--- src/rtl/crossing_pkg.sv ---
// Shared types and constants for the pedestrian/cyclist crossing request logic.
package crossing_pkg;

    typedef enum logic [1:0] {
        IDLE     = 2'd0,
        WAITING  = 2'd1,
        SERVING  = 2'd2,
        COOLDOWN = 2'd3
    } state_t;

    // Bit positions inside the trafficlight lightseq bus
    localparam int LS_CAR_R   = 5;
    localparam int LS_CAR_A   = 4;
    localparam int LS_CAR_G   = 3;
    localparam int LS_X_RED   = 2;
    localparam int LS_X_GREEN = 1;
    localparam int LS_X_FLASH = 0;

endpackage

--- src/rtl/button_debounce.sv ---
// Two-flop synchroniser, consecutive-sample debouncer and rising-edge press pulse
// for a raw asynchronous push-button.
module button_debounce #(
    parameter int DEBOUNCE_CYCLES = 4
) (
    input  logic clock,
    input  logic reset,
    input  logic button,
    output logic press
);

    localparam int CNT_W = $clog2(DEBOUNCE_CYCLES) + 1;
    localparam logic [CNT_W-1:0] CNT_LAST = CNT_W'(DEBOUNCE_CYCLES - 1);

    logic             sync_a;
    logic             btn_s;
    logic             db;
    logic [CNT_W-1:0] cnt;

    always_ff @(posedge clock or negedge reset) begin
        if (!reset) begin
            sync_a <= 1'b0;
            btn_s  <= 1'b0;
        end else begin
            sync_a <= button;
            btn_s  <= sync_a;
        end
    end

    // press fires in the same edge that db takes a new high level
    always_ff @(posedge clock or negedge reset) begin
        if (!reset) begin
            db    <= 1'b0;
            cnt   <= '0;
            press <= 1'b0;
        end else begin
            press <= 1'b0;
            if (btn_s == db) begin
                cnt <= '0;
            end else if (cnt == CNT_LAST) begin
                db    <= btn_s;
                cnt   <= '0;
                press <= btn_s;
            end else begin
                cnt <= cnt + 1'b1;
            end
        end
    end

endmodule

--- src/rtl/crossing_request.sv ---
// Crossing-side request handshake: latches a debounced press, holds start until
// crossing-green is seen, enforces a cooldown and queues one extra request.
module crossing_request
    import crossing_pkg::*;
#(
    parameter int DEBOUNCE_CYCLES = 4,
    parameter int COOLDOWN_CYCLES = 8,
    parameter int TIMEOUT_CYCLES  = 255
) (
    input  logic       clock,
    input  logic       reset,
    input  logic       button,
    input  logic [5:0] lightseq,
    output logic       start,
    output logic       wait_lamp,
    output logic       pending,
    output logic       fault
);

    localparam int TO_W = $clog2(TIMEOUT_CYCLES) + 1;
    localparam int CD_W = $clog2(COOLDOWN_CYCLES) + 1;
    localparam logic [TO_W-1:0] TO_MAX  = TO_W'(TIMEOUT_CYCLES);
    localparam logic [CD_W-1:0] CD_LAST = CD_W'(COOLDOWN_CYCLES - 1);

    state_t          state;
    state_t          state_next;
    logic            press;
    logic            green;
    logic            cd_done;
    logic [TO_W-1:0] to_cnt;
    logic [CD_W-1:0] cd_cnt;
    logic            unused_ls;

    button_debounce #(
        .DEBOUNCE_CYCLES(DEBOUNCE_CYCLES)
    ) u_debounce (
        .clock  (clock),
        .reset  (reset),
        .button (button),
        .press  (press)
    );

    assign green     = lightseq[LS_X_GREEN];
    assign unused_ls = ^{lightseq[LS_CAR_R:LS_X_RED], lightseq[LS_X_FLASH]};
    assign cd_done   = (state == COOLDOWN) && (cd_cnt == CD_LAST);

    always_ff @(posedge clock or negedge reset) begin
        if (!reset) state <= IDLE;
        else        state <= state_next;
    end

    always_comb begin
        state_next = state;
        case (state)
            IDLE:     if (press)  state_next = WAITING;
            WAITING:  if (green)  state_next = SERVING;
            SERVING:  if (!green) state_next = COOLDOWN;
            COOLDOWN: if (cd_done) state_next = (pending || press) ? WAITING : IDLE;
            default:  state_next = IDLE;
        endcase
    end

    // Timeout counter restarts on every entry to WAITING and saturates at the limit
    always_ff @(posedge clock or negedge reset) begin
        if (!reset) begin
            to_cnt <= '0;
            fault  <= 1'b0;
        end else if (state != WAITING) begin
            to_cnt <= '0;
        end else if (!green && to_cnt != TO_MAX) begin
            to_cnt <= to_cnt + 1'b1;
            if (to_cnt == TO_MAX - 1'b1) fault <= 1'b1;
        end
    end

    always_ff @(posedge clock or negedge reset) begin
        if (!reset) begin
            cd_cnt  <= '0;
            pending <= 1'b0;
        end else begin
            if (state == COOLDOWN && !cd_done) cd_cnt <= cd_cnt + 1'b1;
            else                               cd_cnt <= '0;

            if (cd_done)
                pending <= 1'b0;
            else if (press && (state == SERVING || state == COOLDOWN))
                pending <= 1'b1;
        end
    end

    assign start     = (state == WAITING);
    assign wait_lamp = start | pending;

endmodule

--- config.mk ---
export PLATFORM = sky130hd
export DESIGN_NAME = crossing_request
export DESIGN_NICKNAME = d
export VERILOG_FILES = /design/src/rtl/crossing_pkg.sv /design/src/rtl/button_debounce.sv /design/src/rtl/crossing_request.sv
export SDC_FILE = /design/constraint.sdc
export NUM_CORES = 1
export LEC_CHECK = 0
export CORE_MARGIN = 8
export CORE_UTILIZATION = 49
export DETAILED_ROUTE_END_ITERATION = 12
export PLACE_DENSITY_LB_ADDON = 0.3
export REMOVE_ABC_BUFFERS = 1
export SYNTH_ARGS = -nofsm -noshare
export SYNTH_HDL_FRONTEND = slang
export SYNTH_SLANG_ARGS = --single-unit
--- constraint.sdc ---
create_clock -name clock -period 1.6 [get_ports clock]
set_input_delay 0.32 -clock clock [delete_from_list [all_inputs] [get_ports clock]]
set_output_delay 0.32 -clock clock [all_outputs]
set_load 0.01 [all_outputs]
==> results.yml, run 1 <==
outcome:
  status: "finished, violations left"
  failed_checks: "negative setup slack"
drt:
  ant_nets: 0
  first_iter_violations: 37
  dr_total_vias: 972
  detail_route.wirelength_um: 2900
  detailedRoute.firstPassIterationCount: 4
  post-route-drc-count: 0
  routedWlPerCell_um: 15.9
  via_per_inst: 5.34
synthesis:
  synth-edff-count: 0
  post_synth_and_or_nand_nor_area_fraction: 0.194
  synth-seq-area-share: 0.494
  yosysWarnings: 0
  synth_compound_gate_area_share: 0.0874
  synth_top_cell_area_share: 0.494
  largest_family_of_logic_cells_by_synthesized_area: "simple AND/OR/NAND/NOR gates"
  adder_and_majority_gate_portion_of_the_synthesized_area: 0.103
  synth-main-ff-cell: "sky130_fd_sc_hd__dfrtp_1"
  synthXorXnorAreaFrac: 0.0360
  ys_types: 33
  async_flop_share: 1.00
  synthesis.area_um2: 1220
  muxShareOfSynthArea: 0.0638
  synth.area.top_cells: "sky130_fd_sc_hd__dfrtp_1 49%, sky130_fd_sc_hd__ha_1 10%, sky130_fd_sc_hd__nor2_1 3.4%, sky130_fd_sc_hd__mux2i_1 3.3%, sky130_fd_sc_hd__a2111oi_4 2.3%"
  synth.avg_cell_area_um2: 11.3
  synth_cells: 108
  synth_top_cell_by_area: "sky130_fd_sc_hd__dfrtp_1"
  synth_seq_cells: 24
global_route:
  antenna_found_initial: 0
  grt_start_max_net_pins: 25
  via_count_of_the_first_global_routing_pass: 1059
  first_pass_grt_wire_length_um: 4860
  grtUsageTotal: 0.145
  global_route.overflow_total: 0
worst_setup_path:
  setup.worst_path.start_class: "flop"
  worst-r2r-cell-count: 7
  cp-end-kind: "flop"
  cp.required_ps: 1840
  crit_fanout: 4
  timing.critical_path.arrival_ps: 1980
  type_of_the_worst_setup_path: "reg -> reg"
pwr:
  p_leak_nw: 0.871
  irDropWorstVdd_uv: 1180
  power_per_cell_area_nw_per_um2: 1530
finish:
  antenna-diode-count: 0
  final_net_count: 172
  mostFrequentLayoutCells: "25 x sky130_fd_sc_hd__buf_4, 24 x sky130_fd_sc_hd__dfrtp_1, 10 x sky130_fd_sc_hd__buf_6"
  layout_commonest_cell: "sky130_fd_sc_hd__buf_4"
  fin_cells: 182
  drive_gt1_frac: 0.461
  syn2layout_area_growth_pct: 51.4
sta:
  setup_viol_count_final: 12
  layout_min_cycle_time_ps: 1740
  rsz0062_at_grt: "true"
  timing.max_slew.rel_slack: 0.782
  crit_path_setup_slack_layout_ps: -138
  worst_clock_skew_on_the_final_layout_ps: 15.6
  final-max-slew-violation-count: 0
  clock.fmax_mhz: 575
  timing_hold_violations_final: 0
  timing_worst_slew_pin_value_ps: 326
  totalNegativeSetupSlack_ps: -989
  finalCritPeriodShare: 1.09
placed_design:
  place_hpwl_um: 1790
  io_buffer_count: 7
  place.detailed.instances: 168
  globalplace.congestion: 0.752
clock_network:
  tritoncts_buffer_count: 3
  tritoncts: "built"
  clock_tree.htree_level_count: 1
  max-clock-path-buffers: 2
  cts_root_buf: "sky130_fd_sc_hd__clkbuf_4"
  clock-sinks: 24
  hold_buffers: 0
  clk-insertion-delay-late_ps: 320
  path_clk_slew_ps: 140
flow_run:
  cap_viol_max_count: 0
die:
  die_w_um: 65.8
  floorplan.initialDensity: 0.505
  core_area_um2: 2410
  total_die_area_um2: 4330
  die_h_um: 65.8
  number_of_standard_cell_rows_in_the_floorplan: 18
  io-pin-count: 13
worst_hold_path:
  holdCritPathClass: "in -> async"
==> path summary, 6_finish.rpt <==
| check | slack (ps) | end | start |
|---|---|---|---|
| worst max register to register | -140 | to_cnt[6] | to_cnt[3] |
| max in group asynchronous | 1010 | pending | reset |
| min in group clock | 370 | u_debounce.btn_s | u_debounce.sync_a |
| worst min-delay path | 340 | to_cnt[5] | reset |
| worst min register to register | 370 | u_debounce.btn_s | u_debounce.sync_a |
| worst max-delay path | -140 | to_cnt[6] | to_cnt[3] |
==> kinds of logic (layout without fill, tap and decap cells) <==
| family | Yosys count | count (layout) |
|---|---|---|
| multiplexers | 7 | 7 |
| AND/OR/NAND/NOR | 44 | 44 |
| adder cells (fa/ha/maj) | 10 | 10 |
| AO/OA/AOI/OAI | 11 | 11 |
| buffers and inverters | 7 | 51 |
| XOR/XNOR | 5 | 5 |
| flip-flops | 24 | 24 |
==> where the power goes <==
group	internal (mW)	leakage (nW)	switching (mW)	total [mW]
clock	0.253	0.0279	0.189	0.442
combinational	0.888	0.525	0.655	1.54
sequential	0.728	0.318	0.102	0.830
==> timing repair <==
item / CTS / global route
pin swaps: 12 / 9
gates cloned: 0 / 0
resized for setup: 40 / 19
setup endpoints to repair: 15 / 15
setup buffers: 5 / 7
==> flip-flops by register name, summed over array words and instances (netlist names) <==
| signal | flops |
|---|---|
| state | 2 |
| u_debounce.btn_s | 1 |
| u_debounce.press | 1 |
| u_debounce.cnt | 3 |
| to_cnt | 9 |
| cd_cnt | 4 |
| u_debounce.db | 1 |
| pending | 1 |
| fault | 1 |
| u_debounce.sync_a | 1 |
==> cells in the mapped netlist (2+ instances only) <==
cell                       number
sky130_fd_sc_hd__a211oi_1       2
sky130_fd_sc_hd__a21oi_1        2
sky130_fd_sc_hd__and2_1         2
sky130_fd_sc_hd__and3_1         4
sky130_fd_sc_hd__dfrtp_1       24
sky130_fd_sc_hd__ha_1          10
sky130_fd_sc_hd__inv_1          6
sky130_fd_sc_hd__mux2i_1        4
sky130_fd_sc_hd__nand2_1        7
sky130_fd_sc_hd__nand2b_1       4
sky130_fd_sc_hd__nand3_1        2
sky130_fd_sc_hd__nor2_1        11
sky130_fd_sc_hd__nor2b_1        3
sky130_fd_sc_hd__nor3_1         2
sky130_fd_sc_hd__nor3b_1        2
sky130_fd_sc_hd__nor4_1         2
sky130_fd_sc_hd__o21a_1         2
sky130_fd_sc_hd__xnor2_1        3
sky130_fd_sc_hd__xor2_1         2
==> per-layer routing <==
layer | part of all wire | vias to the layer above | GRT usage
li1 | - | 461 | -
met1 | 0.41 | 492 | 0.161
met2 | 0.55 | 15 | 0.263
met3 | 0.029 | 4 | 0.0305
met4 | 0.010 | 0 | 0.0545
met5 | 0 | - | 0
==> cell type report <==
| cell class | instances | area [um^2] |
|---|---|---|
| clock inverter | 1 | 30.0 |
| tap | 30 | 37.5 |
| sequential | 24 | 601 |
| clock buffer | 3 | 22.5 |
| timing repair buffer | 41 | 367 |
| multi-input combinational | 77 | 759 |
| fill | 133 | 568 |
| inverter | 6 | 25.0 |
==> critical path, stage by stage, from the launching register on <==
cell and delay (ps):
sky130_fd_sc_hd__dfrtp_1 420, sky130_fd_sc_hd__nand4_1 180, sky130_fd_sc_hd__nor2_2 70, sky130_fd_sc_hd__and2_4 170, sky130_fd_sc_hd__ha_4 180, sky130_fd_sc_hd__nor3b_4 230, sky130_fd_sc_hd__and3_1 230, sky130_fd_sc_hd__mux2i_1 180
==> through the flow <==
stage               instance area (um^2)  utilization  power, mW  hold slack (ps)  setup slack (ps)
finish                              1840        0.764       2.82              339              -138
global route                        1840        0.764       2.98              354              -191
CTS                                 1730        0.717       2.64              347              -145
detailed placement                  1500        0.623       1.89              349              -279
global placement                    1500        0.623       1.83              346              -260
floorplan                           1210            -       1.39             24.4              -171
(Power assumes the default switching activity.)
==> inputs of run 2 (changes only) <==
ABC_AREA = 0   (was default)
CORE_UTILIZATION = 50   (was 49)
clock period = 1.8 ns   (was 1.6 ns; I/O delays follow)
==> results.yml, run 2 (synthesis results as in run 1) <==
outcome:
  status: "finished, final reports clean"
die:
  io-pin-count: 13
  die_w_um: 65.3
  total_die_area_um2: 4270
  die_h_um: 65.3
  floorplan.initialDensity: 0.509
  number_of_standard_cell_rows_in_the_floorplan: 18
  core_area_um2: 2390
clock_network:
  path_clk_slew_ps: 140
  tritoncts_buffer_count: 3
  clock-sinks: 24
  hold_buffers: 0
  clk-insertion-delay-late_ps: 320
  clock_tree.htree_level_count: 1
  max-clock-path-buffers: 2
  tritoncts: "built"
  cts_root_buf: "sky130_fd_sc_hd__clkbuf_4"
drt:
  detailedRoute.firstPassIterationCount: 4
  dr_total_vias: 879
  via_per_inst: 5.30
  post-route-drc-count: 0
  detail_route.wirelength_um: 2220
  first_iter_violations: 25
  ant_nets: 0
  routedWlPerCell_um: 13.4
worst_setup_path:
  type_of_the_worst_setup_path: "reg -> out"
  setup.worst_path.start_class: "flop"
  cp_slowest_cell: "sky130_fd_sc_hd__dfrtp_1"
  cp-end-kind: "primary output"
  worst-r2r-cell-count: 7
  reg2reg_from: "to_cnt[5]"
  cp.required_ps: 1440
  timing.critical_path.arrival_ps: 1370
  r2r_slack_ps: 80
  timing.rr.end: "to_cnt[6]"
  cpPeakStageDelay_ps: 450
  critical_path.cell_chain: "ha_4, or2_2, clkbuf_2"
  crit_fanout: 4
finish:
  utilization: 0.643
  drive_gt1_frac: 0.257
  mostFrequentLayoutCells: "24 x sky130_fd_sc_hd__dfrtp_1, 17 x sky130_fd_sc_hd__buf_4, 11 x sky130_fd_sc_hd__nor2_1"
  final_net_count: 156
  antenna-diode-count: 0
  reg_top3: "to_cnt x9, cd_cnt x4, u_debounce.cnt x3"
  layout.filler_cells: 200
  syn2layout_area_growth_pct: 26.1
  layout_commonest_cell: "sky130_fd_sc_hd__dfrtp_1"
  fin_cells: 166
  max_flop_register: "to_cnt"
  largest_register_ffs: 9
  stdcell_area_um2: 1530
sta:
  clock.fmax_mhz: 579
  setup_viol_count_final: 0
  timing.max_slew.rel_slack: 0.767
  worst_clock_skew_on_the_final_layout_ps: 8.19
  crit_path_setup_slack_layout_ps: 72.2
  final-max-slew-violation-count: 0
  rsz0062_at_grt: "false"
  layout_min_cycle_time_ps: 1730
  timing_hold_violations_final: 0
  finalCritPeriodShare: 0.960
  timing_worst_slew_pin_value_ps: 346
global_route:
  antenna_found_initial: 0
  first_pass_grt_wire_length_um: 3990
  grt_start_max_net_pins: 25
  via_count_of_the_first_global_routing_pass: 929
  global_route.overflow_total: 0
  grtUsageTotal: 0.118
placed_design:
  placedInstanceArea_um2: 1450
  pre_cts_slack_ps: -126
  io_buffer_count: 7
  place_hpwl_um: 1620
  place.detailed.instances: 161
  globalplace.congestion: 0.788
pwr:
  irDropWorstVdd_uv: 975
  total_power_mw: 2.05
  p_leak_nw: 0.740
  switching_fraction_of_total_power: 0.332
  combinationalPowerShare: 0.456
  internal_power_mw: 1.37
  power_switching_uw: 681
  share_seq_of_total_power: 0.354
  power_per_cell_area_nw_per_um2: 1330
  power.share.clock: 0.190
worst_hold_path:
  hold_depth: 0
  holdCritPathClass: "reg -> reg"
  timing.hold.worst.start: "u_debounce.sync_a"
  hold_end: "u_debounce.btn_s"
flow_run:
  cap_viol_max_count: 0
[run 2: changes by cell type in the layout (fill, tap and decap cells not counted), moves of 3 or more]
cell	before	now
sky130_fd_sc_hd__nor2_1	7	11
sky130_fd_sc_hd__nor2_2	3	0
sky130_fd_sc_hd__buf_6	10	1
sky130_fd_sc_hd__buf_4	25	17
sky130_fd_sc_hd__ha_4	4	1
[run 2: final cells by class]
| class | instances | area (um^2) | area share |
|---|---|---|---|
| multi-input cells | 77 | 618 | 0.403 |
| clock inverters | 1 | 30.0 | 0.0196 |
| repair buffers | 25 | 203 | 0.132 |
| well taps | 30 | 37.5 | 0.0245 |
| flip-flops and latches | 24 | 601 | 0.392 |
| clock buffers | 3 | 22.5 | 0.0147 |
| inverters | 6 | 22.5 | 0.0147 |
[run 2: worst max path at each step]
stage / startpoint / to / cells past startpoint
after floorplan: state[1] / state[1] / 5
after global placement: lightseq[1] / state[1] / 4
after detailed placement: lightseq[1] / state[0] / 5
after CTS: state[0] / wait_lamp / 3
after global routing: to_cnt[5] / to_cnt[1] / 7
final: state[0] / wait_lamp / 3
[run 2: metal layers]
metal	track usage	up-vias	share of wire
met3	0.0323	4	0.050
li1	-	433	-
met5	0	-	0
met2	0.185	21	0.48
met4	0.0763	0	0.018
met1	0.140	421	0.45
[run 2: per-stage QoR]
stage | setup TNS [ps] | hold WS, ps
after floorplan | 0 | 64.4
after global placement | -181 | 337
after detailed placement | -299 | 340
after CTS | -43.1 | 371
after global routing | 0 | 389
final | 0 | 368
[run 2: worst max-delay path: cells and delay by family, from the launching register on]
family / cells / cell delay, ps
fa+ha+maj: 1 / 190
simple gates: 1 / 290
flops: 1 / 450
buf+inv: 1 / 130
[run 2: timing repair]
item | 4_1_cts | 5_1_grt
setup buffers | 0 | 1
gates cloned | 0 | 0
pin swaps | 0 | 4
setup endpoints to repair | 5 | 10
gates resized for setup | 9 | 3
[run 2: power groups by stage]
stage	Sequential, mW	Clock, mW	Combinational [mW]
finish	0.725	0.389	0.933
global route	0.742	0.416	1.03
CTS	0.724	0.396	0.930
detailed placement	0.728	0	0.901
global placement	0.721	0	0.863
floorplan	0.736	0	0.501
==> inputs of run 3 (changes only) <==
CAP_MARGIN = 0   (was default)
==> results of run 3 <==
Final layout, timing and power as in run 2 (identical DEF).
==> variant 1, RTL diff (flow settings as in run 3) <==
The 4 states of `state_t` get a one-hot encoding in 4 bits.
--- a/src/rtl/crossing_pkg.sv
+++ b/src/rtl/crossing_pkg.sv
@@ -2,9 +2,9 @@
 package crossing_pkg;
 
-    typedef enum logic [1:0] {
-        IDLE     = 2'd0,
-        WAITING  = 2'd1,
-        SERVING  = 2'd2,
-        COOLDOWN = 2'd3
+    typedef enum logic [3:0] {
+        IDLE     = 4'b0001,
+        WAITING  = 4'b0010,
+        SERVING  = 4'b0100,
+        COOLDOWN = 4'b1000
     } state_t;
 
Function: same outputs for any inputs over 10 cycles, from zero or initial values and one cycle with reset low; not proved beyond that.
==> variant 1 against run 3 <==
  * Global-route usage is 1.1 points higher
  * Routed wire length increased by 17%
  * Area after synthesis grew 4.1%
  * Sequential cell count increased by 2
  * Design area is 4.4% higher
  * Register-to-register slack lost 60 ps
  * Via count grew 11%
  * Worst setup slack worse by 56 ps
  * Largest cell class is now registers
  * Cell count rose by 7.2%
  * Non-clock buffer count is 5 higher
  * Fmax is 3.1% lower
Power is not compared: it rests on default switching activity, and its combinational part moved more than twofold at a synthesized area within 25%.
==> variant 1: results (changes against run 3) <==
- Critical R2R Launch: to_cnt[4]
- First-pass GRT wire length: 4.560 mm (+14%)
- Post-DP HPWL: 1.818 mm (+12%)
- Top_reg_cell synth: dfrtp_1
- Post-synth cell types: 40 (+21%)
- Biggest regs: to_cnt (9), cd_cnt (4), state (4)
- Sequential fraction of the synthesis area: 51.48% (+2.1 points)
- Max incr delay on CP: 430 ps (-20 ps)
- FF-to-FF path depth: 9 (+2)
- Outcome: completed
- CP max-delay cell: or4_4
- Final Non-Filler Cells: 178 (+7.2%)
- Synth area leaders: dfrtp_1 49%, nor2_1 5.0%, ha_1 4.9%, xor2_1 4.2%, nand2_1 2.4%
- Crit path max-delay family: simple AND/OR/NAND/NOR gates
- Top cells by count, synth: 25 x dfrtp_1, 17 x nor2_1, 8 x nand2_1
- Post-synthesis cell count: 118 (+9.3%)
- Worst Path Max Fanout: 4 (unchanged)
- DR vias/cell: 5.489 (+3.7%)
- Layout Nets: 163 (+4.5%)
- Fraction of layout instances using a drive strength above 1: 28.38% (+2.6 points)
- Placed cell count: 169 (+5.0%)
- Vias in the first global route: 1059 (+14%)
- Largest net degree at the start of global routing: 27 (+8.0%)
- Relative slew slack: 77.83% (+1.1 points)
- CP arrival: 2050 ps (+680 ps)
- Gp weighted congestion: 0.8223 (+4.4%)
- Drt initial violations: 45 (+80%)
- Clock Skew: 5.078 ps (-3.107 ps)
- Gr usage total: 12.96% (+1.1 points)
==> variant 1: through the flow <==
step                area (µm²)  setup TNS (ps)  setup WS, ps  total power [W]  hold slack [ps]
floorplan                 1237          -312.6        -156.3        0.0007712            64.41
CTS                       1558          -60.72        -60.72         0.001252            374.9
global placement          1480          -128.8        -54.15        0.0008165            333.4
finish                    1602               0         16.68         0.001239            371.2
detailed placement        1480          -248.9        -95.05        0.0008392            341.0
global route              1602          -284.6        -83.08         0.001302            388.3
==> variant 1: power by group through the flow <==
| stage | Sequential, W | Combinational, W | Clock (W) |
|---|---|---|---|
| after CTS | 0.000659 | 0.000178 | 0.000415 |
| after global routing | 0.000668 | 0.000194 | 0.000440 |
| after floorplan | 0.000668 | 0.000103 | 0 |
| after detailed placement | 0.000676 | 0.000163 | 0 |
| final | 0.000660 | 0.000177 | 0.000402 |
| after global placement | 0.000669 | 0.000148 | 0 |
==> variant 1: cell families after synthesis <==
kind of cell    count (synthesis)  share of synthesized area [%]
compound gates                 15                          8.695
xor+xnor                        9                          6.226
fa+ha+maj                       5                          4.941
buf+inv                        10                          4.051
flops                          26                          51.48
mux                             1                         0.8893
simple gates                   52                          23.72
==> variant 1: repair_timing <==
action	CTS	global route
buffers inserted	2	3
pin swaps	9	4
setup endpoints to repair	8	8
gates resized for setup	6	10
==> variant 1: layer usage <==
metal,vias to the layer above,track usage [%],share of wire [%]
met5,-,0,0
met4,0,4.533,1.9
met3,8,3.729,6.4
met2,34,22.32,53
met1,465,14.86,39
li1,470,-,-
==> variant 1: path summary, 6_finish.rpt <==
check / to / slack (ps)
setup / recovery: to_cnt[7] / 20
setup reg to reg: to_cnt[7] / 20
hold reg to reg: u_debounce.btn_s / 370
hold / removal: u_debounce.btn_s / 370
min in group asynchronous: pending / 380
max in group asynchronous: state[0] / 1130
==> variant 1: cell type report <==
class | instances | area, µm² | area share, %
Clock buffer | 3 | 22.52 | 1.406
Clock inverter | 1 | 30.03 | 1.875
Inverter | 6 | 22.52 | 1.406
Multi-Input combinational cell | 82 | 604.3 | 37.73
Sequential cell | 26 | 651.9 | 40.70
Tap cell | 30 | 37.54 | 2.344
Timing Repair Buffer | 30 | 232.7 | 14.53
==> variant 1: worst reg2reg max path: cells and delay by family, from the launching register on <==
family / cells / cell delay, ps
fa+ha+maj: 1 / 150
flops: 1 / 410
simple gates: 8 / 1180
==> variant 2, RTL diff (settings of run 3) <==
Without the edit above. `COOLDOWN_CYCLES`: 8 -> 4.
--- a/src/rtl/crossing_request.sv
+++ b/src/rtl/crossing_request.sv
@@ -5,5 +5,5 @@
 #(
     parameter int DEBOUNCE_CYCLES = 4,
-    parameter int COOLDOWN_CYCLES = 8,
+    parameter int COOLDOWN_CYCLES = 4,
     parameter int TIMEOUT_CYCLES  = 255
 ) (
Check against the original RTL: same outputs for any inputs over 10 cycles, from zero or initial values and one cycle with reset low; that may be too few to reach the edited logic, so the function may still have changed.
==> variant 2 against run 3 <==
  * Power fell by 17%
  * Area after synthesis fell by 5.7%
  * Sequential cell count fell by 1
  * Die area fell by 4.3%
  * Clock skew is 0.67 ps lower
  * First-iteration DRC count decreased by 52%
  * Worst setup slack is essentially flat
  * Routed wire length fell by 4.2%
  * Sequential share of layout area grew 0.95 points
  * Count of clock-buffer cells in the layout did not move
  * Critical endpoint is now to_cnt[3]
  * Design area is 6.4% lower
  * Sequential power down 3.9%
  * Core utilization increased by 1.2 points
==> variant 2: results (changes against run 3) <==
- Worst min path class: primary input to async pin
- Met3 Use GR: 4.530% (+1.3 points)
- Biggest regs: to_cnt (9), cd_cnt (3), u_debounce.cnt (3)
- Switching share of power: 36.06% (+2.8 points)
- Largest net degree at the start of global routing: 24 (-4.0%)
- Post_cts resized: 6 (-3)
- Maximum VDD drop: 1012 µV (+3.8%)
- First-pass GRT wire length: 3.519 mm (-12%)
- M1 WL: 871 µm (-13%)
- Met3 WL: 108 µm (-2.7%)
- Sequential fraction of the synthesis area: 50.16% (+0.78 points)
- Fmax: 578.8 MHz (about the same)
- Gp weighted congestion: 0.7712 (-2.1%)
- Top cells by count, synth: 23 x dfrtp_1, 11 x ha_1, 10 x nor2_1
- CP arrival: 1990 ps (+620 ps)
- DP Worst Slack: 10.65 ps (+136.2 ps)
- Worst r2r dst: to_cnt[3]
- Via count: 824 (-6.3%)
- Crit path launch: to_cnt[5]
- Drt total wl: 2.126 mm (-4.2%)
- Crit path max-delay family: simple AND/OR/NAND/NOR gates
- Met1 Use GR: 11.47% (-2.6 points)
- Relative slew slack: 77.65% (+0.90 points)
- Drt initial violations: 12 (-52%)
- Outcome: completed
variant 2: cell types whose count changed in the layout (fill, tap and decap cells not counted), sizes merged, moves of 2 or more:
cell | before | now
o21a | 2 | 0
inv | 6 | 8
o21ai | 0 | 2
xor2 | 2 | 0
buf | 18 | 16
variant 2: cells by family after synthesis:
family / count (synthesis) / synth area share [%]
compound gates: 10 / 6.325
xor+xnor: 3 / 2.290
fa+ha+maj: 11 / 12.00
buf+inv: 10 / 3.708
flops: 23 / 50.16
mux: 7 / 6.325
simple gates: 40 / 19.19
variant 2: worst reg2reg max path, delay by kind of cell (launching register included):
family          cells  cell delay (ps)
simple gates        4              900
flops               1              420
fa+ha+maj           1              190
compound gates      1              150
variant 2: power by group through the flow:
stage / clock [W] / combinational, W / sequential (W)
floorplan: 0 / 0.000425 / 0.000703
global placement: 0 / 0.000701 / 0.000690
detailed placement: 0 / 0.000737 / 0.000699
CTS: 0.000257 / 0.000741 / 0.000694
global route: 0.000284 / 0.000859 / 0.000704
finish: 0.000249 / 0.000756 / 0.000697
